**config.mk**
```make
export PLATFORM = sky130hd
export DESIGN_NAME = ifid_fetch_queue
export DESIGN_NICKNAME = d
export VERILOG_FILES = /design/src/rtl/mips32_pipe_pkg.sv /design/src/rtl/fetch_fifo.sv /design/src/rtl/ifid_fetch_queue.sv
export SDC_FILE = /design/constraint.sdc
export NUM_CORES = 1
export LEC_CHECK = 0
export BUFFER_PORTS_ARGS = -buffer_cell sky130_fd_sc_hd__buf_2
export CORE_UTILIZATION = 54
export CTS_CLUSTER_DIAMETER = 80
export DETAILED_ROUTE_END_ITERATION = 8
export PLACE_DENSITY_LB_ADDON = 0.2
export SLEW_MARGIN = 40
export SYNTH_ARGS = -nofsm -noshare
export SYNTH_HDL_FRONTEND = slang
export SYNTH_SLANG_ARGS = --single-unit
export TNS_END_PERCENT = 10
```
**constraint.sdc**
```tcl
create_clock -name clock -period 2.5 [get_ports clock]
set_clock_uncertainty 0.15 [all_clocks]
set_input_delay 0.125 -clock clock [delete_from_list [all_inputs] [get_ports clock]]
set_output_delay 0.125 -clock clock [all_outputs]
set_load 0.05 [all_outputs]
```
**src/rtl/mips32_pipe_pkg.sv**
```systemverilog
// Shared types for the MIPS32 IF->ID boundary: the queued slot format and the NOP encoding.
package mips32_pipe_pkg;

    localparam int INSTR_W  = 32;
    localparam int PC_MAX_W = 32;

    localparam logic [INSTR_W-1:0] NOP_INSTR = 32'h0;

    typedef struct packed {
        logic [INSTR_W-1:0]  instr;
        logic [PC_MAX_W-1:0] pcadd4;
        logic [PC_MAX_W-1:0] rpc;
        logic                bds;
        logic                flushed;
    } ifid_entry_t;

    localparam ifid_entry_t IFID_ENTRY_RESET = '0;

    // A bubble keeps the PC bookkeeping of the previous slot so exception restart stays meaningful.
    function automatic ifid_entry_t make_bubble(input ifid_entry_t held);
        ifid_entry_t b;
        b         = held;
        b.instr   = NOP_INSTR;
        b.flushed = 1'b1;
        return b;
    endfunction

endpackage

```
**src/rtl/fetch_fifo.sv**
```systemverilog
// Circular DEPTH-entry store of ifid_entry_t with occupancy count; clear empties it in one edge.
module fetch_fifo
    import mips32_pipe_pkg::*;
#(
    parameter  int DEPTH = 4,
    localparam int PTR_W = $clog2(DEPTH),
    localparam int CNT_W = $clog2(DEPTH + 1)
) (
    input  logic             clock,
    input  logic             reset,
    input  logic             clear,
    input  logic             push,
    input  logic             pop,
    input  ifid_entry_t      wr_data,
    output ifid_entry_t      rd_data,
    output logic [CNT_W-1:0] count,
    output logic             full,
    output logic             empty
);

    ifid_entry_t      mem_q [DEPTH];
    ifid_entry_t      mem_d [DEPTH];
    logic [PTR_W-1:0] wr_ptr_q, wr_ptr_d;
    logic [PTR_W-1:0] rd_ptr_q, rd_ptr_d;
    logic [CNT_W-1:0] count_q, count_d;
    logic             do_push;
    logic             do_pop;

    assign full    = (count_q == CNT_W'(DEPTH));
    assign empty   = (count_q == '0);
    assign count   = count_q;
    assign rd_data = mem_q[rd_ptr_q];

    assign do_push = push & ~full;
    assign do_pop  = pop & ~empty;

    always_comb begin
        mem_d    = mem_q;
        wr_ptr_d = wr_ptr_q;
        rd_ptr_d = rd_ptr_q;
        count_d  = count_q;
        if (clear) begin
            wr_ptr_d = '0;
            rd_ptr_d = '0;
            count_d  = '0;
        end else begin
            if (do_push) begin
                mem_d[wr_ptr_q] = wr_data;
                wr_ptr_d        = PTR_W'(wr_ptr_q + 1'b1);
            end
            if (do_pop) begin
                rd_ptr_d = PTR_W'(rd_ptr_q + 1'b1);
            end
            // Push and pop together leave the count alone.
            case ({do_push, do_pop})
                2'b10:   count_d = CNT_W'(count_q + 1'b1);
                2'b01:   count_d = CNT_W'(count_q - 1'b1);
                default: count_d = count_q;
            endcase
        end
    end

    always_ff @(posedge clock) begin
        if (reset) begin
            mem_q    <= '{default: IFID_ENTRY_RESET};
            wr_ptr_q <= '0;
            rd_ptr_q <= '0;
            count_q  <= '0;
        end else begin
            mem_q    <= mem_d;
            wr_ptr_q <= wr_ptr_d;
            rd_ptr_q <= rd_ptr_d;
            count_q  <= count_d;
        end
    end

endmodule

```
**src/rtl/ifid_fetch_queue.sv**
```systemverilog
// IF->ID bridge: fetch queue plus ID pipeline register, with BDS restart-PC tracking and flush marking.
module ifid_fetch_queue
    import mips32_pipe_pkg::*;
#(
    parameter  int DEPTH  = 4,
    parameter  int PC_W   = 32,
    parameter  int BYPASS = 1,
    localparam int OCC_W  = $clog2(DEPTH + 1)
) (
    input  logic             clock,
    input  logic             reset,
    input  logic             IF_Valid,
    output logic             IF_Ready,
    input  logic             IF_Flush,
    input  logic [31:0]      IF_Instruction,
    input  logic [PC_W-1:0]  IF_PCAdd4,
    input  logic [PC_W-1:0]  IF_PC,
    input  logic             IF_IsBDS,
    input  logic             Redirect,
    input  logic             ID_Stall,
    output logic             ID_Valid,
    output logic [31:0]      ID_Instruction,
    output logic [PC_W-1:0]  ID_PCAdd4,
    output logic [PC_W-1:0]  ID_RestartPC,
    output logic             ID_IsBDS,
    output logic             ID_IsFlushed,
    output logic [OCC_W-1:0] Occupancy
);

    ifid_entry_t      new_entry;
    ifid_entry_t      fifo_head;
    logic [OCC_W-1:0] fifo_count;
    logic             fifo_full;
    logic             fifo_empty;
    logic             fifo_push;
    logic             fifo_pop;
    logic             enq;
    logic             take_bypass;

    ifid_entry_t      id_q, id_d;
    logic             id_valid_q, id_valid_d;
    logic [PC_W-1:0]  last_rpc_q, last_rpc_d;

    // IF_Ready depends only on registered occupancy, never on ID_Stall.
    assign IF_Ready = ~fifo_full;
    assign enq      = IF_Valid & ~fifo_full & ~Redirect;

    always_comb begin
        new_entry.instr   = IF_Flush ? NOP_INSTR : IF_Instruction;
        new_entry.pcadd4  = PC_MAX_W'(IF_PCAdd4);
        new_entry.rpc     = IF_IsBDS ? PC_MAX_W'(last_rpc_q) : PC_MAX_W'(IF_PC);
        new_entry.bds     = IF_IsBDS;
        new_entry.flushed = IF_Flush;
    end

    always_comb begin
        last_rpc_d = last_rpc_q;
        if (enq && !IF_IsBDS) begin
            last_rpc_d = IF_PC;
        end
    end

    // ID register: Redirect beats stall; otherwise queue head, then bypass, then bubble.
    always_comb begin
        id_d        = id_q;
        id_valid_d  = id_valid_q;
        fifo_pop    = 1'b0;
        take_bypass = 1'b0;
        if (Redirect) begin
            id_d       = make_bubble(id_q);
            id_valid_d = 1'b0;
        end else if (!ID_Stall) begin
            if (!fifo_empty) begin
                id_d       = fifo_head;
                id_valid_d = 1'b1;
                fifo_pop   = 1'b1;
            end else if (enq && (BYPASS != 0)) begin
                id_d        = new_entry;
                id_valid_d  = 1'b1;
                take_bypass = 1'b1;
            end else begin
                id_d       = make_bubble(id_q);
                id_valid_d = 1'b0;
            end
        end
    end

    assign fifo_push = enq & ~take_bypass;

    fetch_fifo #(
        .DEPTH (DEPTH)
    ) u_fifo (
        .clock   (clock),
        .reset   (reset),
        .clear   (Redirect),
        .push    (fifo_push),
        .pop     (fifo_pop),
        .wr_data (new_entry),
        .rd_data (fifo_head),
        .count   (fifo_count),
        .full    (fifo_full),
        .empty   (fifo_empty)
    );

    always_ff @(posedge clock) begin
        if (reset) begin
            id_q       <= IFID_ENTRY_RESET;
            id_valid_q <= 1'b0;
            last_rpc_q <= '0;
        end else begin
            id_q       <= id_d;
            id_valid_q <= id_valid_d;
            last_rpc_q <= last_rpc_d;
        end
    end

    assign ID_Valid       = id_valid_q;
    assign ID_Instruction = id_q.instr;
    assign ID_PCAdd4      = id_q.pcadd4[PC_W-1:0];
    assign ID_RestartPC   = id_q.rpc[PC_W-1:0];
    assign ID_IsBDS       = id_q.bds;
    assign ID_IsFlushed   = id_q.flushed;
    assign Occupancy      = fifo_count;

endmodule

```
==> results of run 1 <==
-- power by group through the flow --
stage / Combinational (mW) / Sequential [mW] / Clock [mW]
2_1_floorplan: 0.705 / 9.04 / 0
3_3_place_gp: 1.33 / 8.85 / 0
3_5_place_dp: 1.36 / 8.85 / 0
4_1_cts: 1.50 / 8.67 / 8.63
5_1_grt: 1.62 / 8.68 / 8.95
6_report: 1.52 / 8.67 / 8.53
-- placed cells by master (no fill, tap or decap), types with 4 or more instances in the layout --
cell type | netlist | final
nand2_1 | 628 | 627
dfxtp_1 | 530 | 525
a21oi_1 | 367 | 366
buf_2 | 88 | 203
nor2_1 | 173 | 173
a211oi_1 | 129 | 128
dlygate4sd3_1 | 0 | 115
mux4_2 | 98 | 98
nor2b_1 | 64 | 64
clkbuf_16 | 0 | 56
nor3_1 | 45 | 44
buf_12 | 0 | 38
nand2b_1 | 34 | 33
o32ai_1 | 33 | 33
mux2i_1 | 32 | 32
o22ai_1 | 30 | 30
buf_4 | 3 | 22
nor3_2 | 19 | 20
a221oi_2 | 18 | 18
a221oi_1 | 14 | 14
clkbuf_8 | 0 | 13
clkinv_2 | 0 | 12
inv_1 | 9 | 8
clkbuf_1 | 130 | 8
bufinv_16 | 0 | 6
dfxtp_4 | 0 | 5
o211a_4 | 0 | 4
o211ai_1 | 4 | 4
ha_1 | 5 | 4
-- kinds of logic after synthesis --
kind of cell / synth area share [%]
adder cells (fa/ha/maj): 0.372
multiplexers: 11.4
AO/OA/AOI/OAI: 17.1
XOR/XNOR: 0.197
flip-flops: 47.8
AND/OR/NAND/NOR: 18.5
buffers and inverters: 4.72
-- sequential cells by signal, indices dropped and copies added, names as in the netlist, 2 cells and up --
register         cells
ID_RestartPC        32
ID_Instruction      32
u_fifo.count         3
u_fifo.rd_ptr_q      2
u_fifo.mem_q       392
ID_PCAdd4           32
last_rpc_q          32
u_fifo.wr_ptr_q      2
-- metrics by stage --
step / instances / power (mW) / utilization (%) / hold slack, ns / cell area (sq um)
2_1_floorplan: 2490 / 9.74 / - / 0.111 / 22200
3_3_place_gp: 3047 / 10.2 / 59.5 / 0.225 / 23900
3_5_place_dp: 3047 / 10.2 / 59.5 / 0.232 / 23900
4_1_cts: 3260 / 18.8 / 67.1 / 0.0107 / 26900
5_1_grt: 3261 / 19.2 / 67.1 / 0.0389 / 27000
6_report: 3262 / 18.7 / 67.1 / 0.0327 / 27000
-- cell type report --
cell class,count,area (sq um),area share (%)
Clock buffer,77,1610,5.97
Timing Repair Buffer,379,3110,11.5
Inverter,9,33.8,0.125
Multi-Input combinational cell,1719,10600,39.4
Sequential cell,530,10600,39.4
Antenna cell,2,5.00,0.0186
Tap cell,525,657,2.44
Clock inverter,21,284,1.05
-- path summary, 6_finish.rpt --
check / startpoint / end / slack (ns) / depth (start not counted)
worst min register to register: ID_RestartPC[23]$_SDFFE_PP0P_ / ID_RestartPC[23]$_SDFFE_PP0P_ / 0.30 / 2
worst max register to register: u_fifo.count[0]$_SDFFE_PP0P_ / u_fifo.count[2]$_SDFFE_PP0P_ / 0.08 / 9
worst max-delay path: u_fifo.count[0]$_SDFFE_PP0P_ / u_fifo.count[2]$_SDFFE_PP0P_ / 0.08 / 9
worst min-delay path: IF_IsBDS / u_fifo.mem_q[295]$_SDFFE_PP0P_ / 0.03 / 4
-- worst reg2reg max path, cell delays in order (launching register included) --
cell,delay [ns]
dfxtp_4,0.37
or2_1,0.26
o21a_1,0.24
inv_1,0.09
ha_2,0.19
inv_1,0.06
fa_1,0.38
xor2_1,0.16
or3_1,0.30
a21oi_1,0.15
-- metal layers --
layer	wire length, microns	vias up	GRT usage (%)
met3	4220	137	4.57
li1	-	9063	-
met1	26500	9313	38.8
met5	0	-	0
met2	31100	716	50.4
met4	1790	0	11.9
-- repair_timing --
action	CTS	global route
setup endpoints to repair	0	1
gates resized for setup	0	1
hold endpoints to repair	470	0
buffers inserted	0	0
hold buffers	115	0
==> summary.md, run 1 <==
| Metric | Value |
|---|---|
| Crit path time final | 2.42 ns |
| CP cell instances | or2_1 -> o21a_1 -> inv_1 -> ha_2 -> inv_1 -> fa_1 -> xor2_1 -> or3_1 -> a21oi_1 |
| Sequential-to-total area share from yosys stat | 47.8% |
| First-pass GRT wire length | 100 mm |
| Sequential Power Share | 46.3% |
| Reg clk slew, reported paths | 0.06 ns |
| CP max FO | 7 |
| HPWL reported at the end of detailed placement | 35.6 mm |
| CORE AREA | 40200 sq um |
| Largest cells by area after synthesis | dfxtp_1 48%, nand2_1 11%, mux4_2 9.9% |
| Layout cells sized above 1 | 18.6% |
| Area Overhead vs Synth | 21.3% |
| Setup WS post-layout | 0.0793 ns |
| CTS tree | yes |
| P_int | 14.2 mW |
| Most used cell, CP | inv_1 |
| Clock Power Share | 45.6% |
| # H-tree levels | 2 |
| Buffers on Ports | 205 |
| Nets@finish | 2802 |
| CTS Buffer Depth | 3 |
| Final count of negative-setup-slack endpoints | 0 |
| Post-route DRC | 0 |
| First DRT Iteration DRCs | 1505 |
| Main flop type after synthesis | dfxtp_1 |
| Post-synth top area share | 47.8% |
| Cells after Synth | 2490 |
| Vias | 19.2k |
| CTS Sinks | 530 |
| Hold Violations, Final | 0 |
| Commonest cells post-synth | 628 x nand2_1, 530 x dfxtp_1, 367 x a21oi_1 |
| Number of distinct library cells after synthesis | 39 |
| Largest net degree at the start of global routing | 122 |
| Vias per cell | 5.89 |
| Leakage | 9.39 nW |
| Number of max-cap violations | 0 |
| Mapped Area | 22200 sq um |
| Worst vdd rail ir drop | 475 uV |
| Drt first pass iters | 7 |
| Period utilization | 96.8% |
| Setup tns final | 0 ns |
| Flops & latches, synth | 530 |
| Sw frac | 24.0% |
| FILL cells | 3253 |
| Arrival @ worst endpoint | 2.79 ns |
| Slew Limit Fails | 0 |
| Cts bufs inserted | 54 |
| Avg Cell Area, Syn | 8.92 sq um |
| Top-count cell post-synth | nand2_1 |
| # IOs | 206 |
| Synth area leader | dfxtp_1 |
| Initial Util | 55.3% |
| Vias in the first global route | 19.0k |
| Post-route ant nets | 0 |
| Die Wd | 205 microns |
| Syn nets | 2599 |
| Gr usage total | 30.1% |
| Fmax | 0.413 GHz |
| Post-Route WL | 63.6 mm |
| Rows | 73 |
| Buf/Inv on CP | 2 |
| Worst min path class | in2reg |
| Die area | 42000 sq um |
| Pre-CTS setup slack | 0.0775 ns |
| Worst slew pin tran | 0.694 ns |
| Max incr delay on CP | 0.38 ns |
| Crit path kind | reg2reg |
| Slew headroom | 53.7% |
| GRT overflow | 0 |
| Post-synthesis async set-or-reset flop share | 0% |
| Clk_lat worst skew | 0.62 ns |
| Warnings, synthesis | 0 |
| Post-synth EDFFs | 0 |
| Status | completed |
| RePlAce Congestion | 0.813 |
| Switch Pwr | 4.49 mW |
| CP Capture Type | flop |
| WL/cell | 19.5 microns |
| Startpoint Class | flop |
| Delay-heaviest family, CP | adder cells |
| PwrDens | 694 nW/um^2 |
| Clk root buf | clkbuf_16 |
| CP required | 2.87 ns |
| Comb power frac | 8.1% |
| Die H | 205 microns |
| Initial antenna violation count | 1 |
| Slowest cell on the critical path | fa_1 |
No activity file was read; power rests on OpenSTA's default activity.
==> run 2, diff against run 1 <==
--- a/config.mk
+++ b/config.mk
@@ -10,6 +10,7 @@
 export CTS_CLUSTER_DIAMETER = 80
 export DETAILED_ROUTE_END_ITERATION = 8
 export PLACE_DENSITY_LB_ADDON = 0.2
+export RECOVER_POWER = 50
 export SLEW_MARGIN = 40
 export SYNTH_ARGS = -nofsm -noshare
 export SYNTH_HDL_FRONTEND = slang
==> constraint.sdc (replaced) <==
create_clock -name clock -period 2.1 [get_ports clock]
set_clock_uncertainty 0.15 [all_clocks]
set_input_delay 0.105 -clock clock [delete_from_list [all_inputs] [get_ports clock]]
set_output_delay 0.105 -clock clock [all_outputs]
set_load 0.05 [all_outputs]
==> run 2 against run 1 <==
Against the previous run: the flow now finishes with violations (setup timing); maximum frequency rose by 12%; via count rose by 0.23%; die area did not move; power rose by 16%; register-to-register slack got worse by 0.15 ns; critical path type unchanged; utilization rose by 0.18 points; critical endpoint unchanged; largest power group unchanged; critical path depth did not move; sequential power rose by 19%; sequential cell count did not move; non-clock buffer count rose by 45.
==> summary.md, run 2 (synthesis gave the netlist of run 1 again) <==
| Metric | Value |
|---|---|
| Status | finished with violations |
| Failing checks | setup timing |
| PwrDens | 802 nW/um^2 |
| RSZ-0062 raised after global routing | yes |
| Clk_lat worst skew | 0.59 ns |
| Design Power | 21.7 mW |
| Layout cells sized above 1 | 16.1% |
| # H-tree levels | 2 |
| Setup WS post-layout | -0.0687 ns |
| CTS Buffer Depth | 3 |
| Met1 WL | 25.5 mm |
| Startpoint Class | flop |
| Clk root buf | clkbuf_16 |
| CP Capture Type | flop |
| Most frequent cells in the layout | 627 x nand2_1, 525 x dfxtp_1, 365 x a21oi_1 |
| WL/cell | 18.9 microns |
| Slew headroom | 45.6% |
| CORE AREA | 40200 sq um |
| Vias in the first global route | 19.3k |
| Worst min path class | in2reg |
| # IOs | 206 |
| Met3 wire len | 4.30 mm |
| Post-route core utilization | 67.2% |
| GRT overflow | 0 |
| Area Overhead vs Synth | 21.6% |
| CP required | 2.47 ns |
| Rows | 73 |
| Post-DP Area | 24100 sq um |
| Post-route cell area | 27000 sq um |
| Crit path time final | 2.17 ns |
| CP max FO | 4 |
| Die area | 42000 sq um |
| Top Layer Used | met4 |
| Nets@finish | 2847 |
| Diode count | 0 |
| Cts bufs inserted | 54 |
| CTS tree | yes |
| Vias per cell | 5.84 |
| Initial antenna violation count | 0 |
| Worst vdd rail ir drop | 718 uV |
| Gr usage total | 29.7% |
| Die H | 205 microns |
| Post-route ant nets | 0 |
| Post-Route WL | 62.4 mm |
| Drt first pass iters | 5 |
| Buffers on Ports | 205 |
| Final count of negative-setup-slack endpoints | 3 |
| Number of max-cap violations | 0 |
| Vias | 19.3k |
| Worst slew pin tran | 0.819 ns |
| Most common cell after layout, fill and taps aside | nand2_1 |
| Die Wd | 205 microns |
| HPWL reported at the end of detailed placement | 35.6 mm |
| Crit path kind | reg2reg |
| Max FFs per register | 392 |
| First DRT Iteration DRCs | 1578 |
| Period utilization | 103% |
| Slew Limit Fails | 0 |
| Hold Violations, Final | 0 |
| Post-route DRC | 0 |
| RePlAce Congestion | 0.801 |
| First-pass GRT wire length | 99.7 mm |
| DR WL met2 | 30.7 mm |
| Arrival @ worst endpoint | 2.54 ns |
| Leakage | 9.12 nW |
| Reg clk slew, reported paths | 0.06 ns |
| Largest Register | u_fifo.mem_q |
| Initial Util | 55.3% |
| Fmax | 0.461 GHz |
| Pre-CTS setup slack | -0.0877 ns |
| Setup tns final | -0.0767 ns |
| Largest net degree at the start of global routing | 166 |
| CTS Sinks | 530 |
[run 2: cell count changes in the layout (fill, tap and decap cells not counted), sizes merged]
cell / previous run / this run
diode: 2 / 0
clkinv: 14 / 8
clkinvlp: 0 / 1
dlygate4sd3: 115 / 122
clkbuf: 77 / 183
buf: 264 / 202
bufinv: 6 / 2
[run 2: final timing paths]
kind / slack, ns / depth (start not counted) / end / start
worst max-delay path: -0.07 / 9 / u_fifo.count[2]$_SDFFE_PP0P_ / u_fifo.count[0]$_SDFFE_PP0P_
worst min-delay path: 0.06 / 4 / ID_Valid$_SDFFE_PP0N_ / ID_Stall
worst max register to register: -0.07 / 9 / u_fifo.count[2]$_SDFFE_PP0P_ / u_fifo.count[0]$_SDFFE_PP0P_
worst min register to register: 0.30 / 2 / u_fifo.mem_q[234]$_SDFFE_PP0P_ / u_fifo.mem_q[234]$_SDFFE_PP0P_
[run 2: layer usage]
metal / track usage [%] / up-vias
li1: - / 9145
met1: 37.3 / 9269
met2: 50.7 / 729
met3: 4.88 / 131
met4: 11.8 / 0
met5: 0 / -
[run 2: area by class of cell]
cell class,instances,area (sq um)
inverter,9,33.8
timing repair buffer,424,3300
fill,3170,13200
multi-input combinational,1719,10700
tap,525,657
clock inverter,12,116
sequential,530,10600
clock buffer,83,1640
[run 2: repair_timing]
| action | CTS | global route |
|---|---|---|
| setup endpoints to repair | 7 | 34 |
| hold endpoints to repair | 503 | 0 |
| setup buffers | 1 | 1 |
| hold buffers | 122 | 0 |
| pin swaps | 0 | 8 |
| resized for setup | 1 | 3 |
[run 2: report_power, final]
part / total (mW) / internal, mW / leakage [nW] / switching, mW
logic: 1.85 / 0.686 / 3.96 / 1.16
registers: 10.3 / 10.2 / 4.29 / 0.103
clock network: 9.51 / 5.59 / 0.870 / 3.91
total: 21.7 / 16.5 / 9.12 / 5.18
[run 2: worst max-delay path: stages, from the launching register on]
cell and delay (ns):
dfxtp_4 0.35, or2_1 0.23, o21a_1 0.19, inv_2 0.08
ha_4 0.14, inv_2 0.03, fa_2 0.33, xor2_1 0.15
or3_1 0.32, a21oi_2 0.12
[run 2: through the flow]
stage / std cells / hold WS, ns
2_1_floorplan: 2490 / 0.0910
3_3_place_gp: 3083 / 0.206
3_5_place_dp: 3083 / 0.215
4_1_cts: 3301 / 0.0252
5_1_grt: 3302 / 0.0468
6_report: 3302 / 0.0579
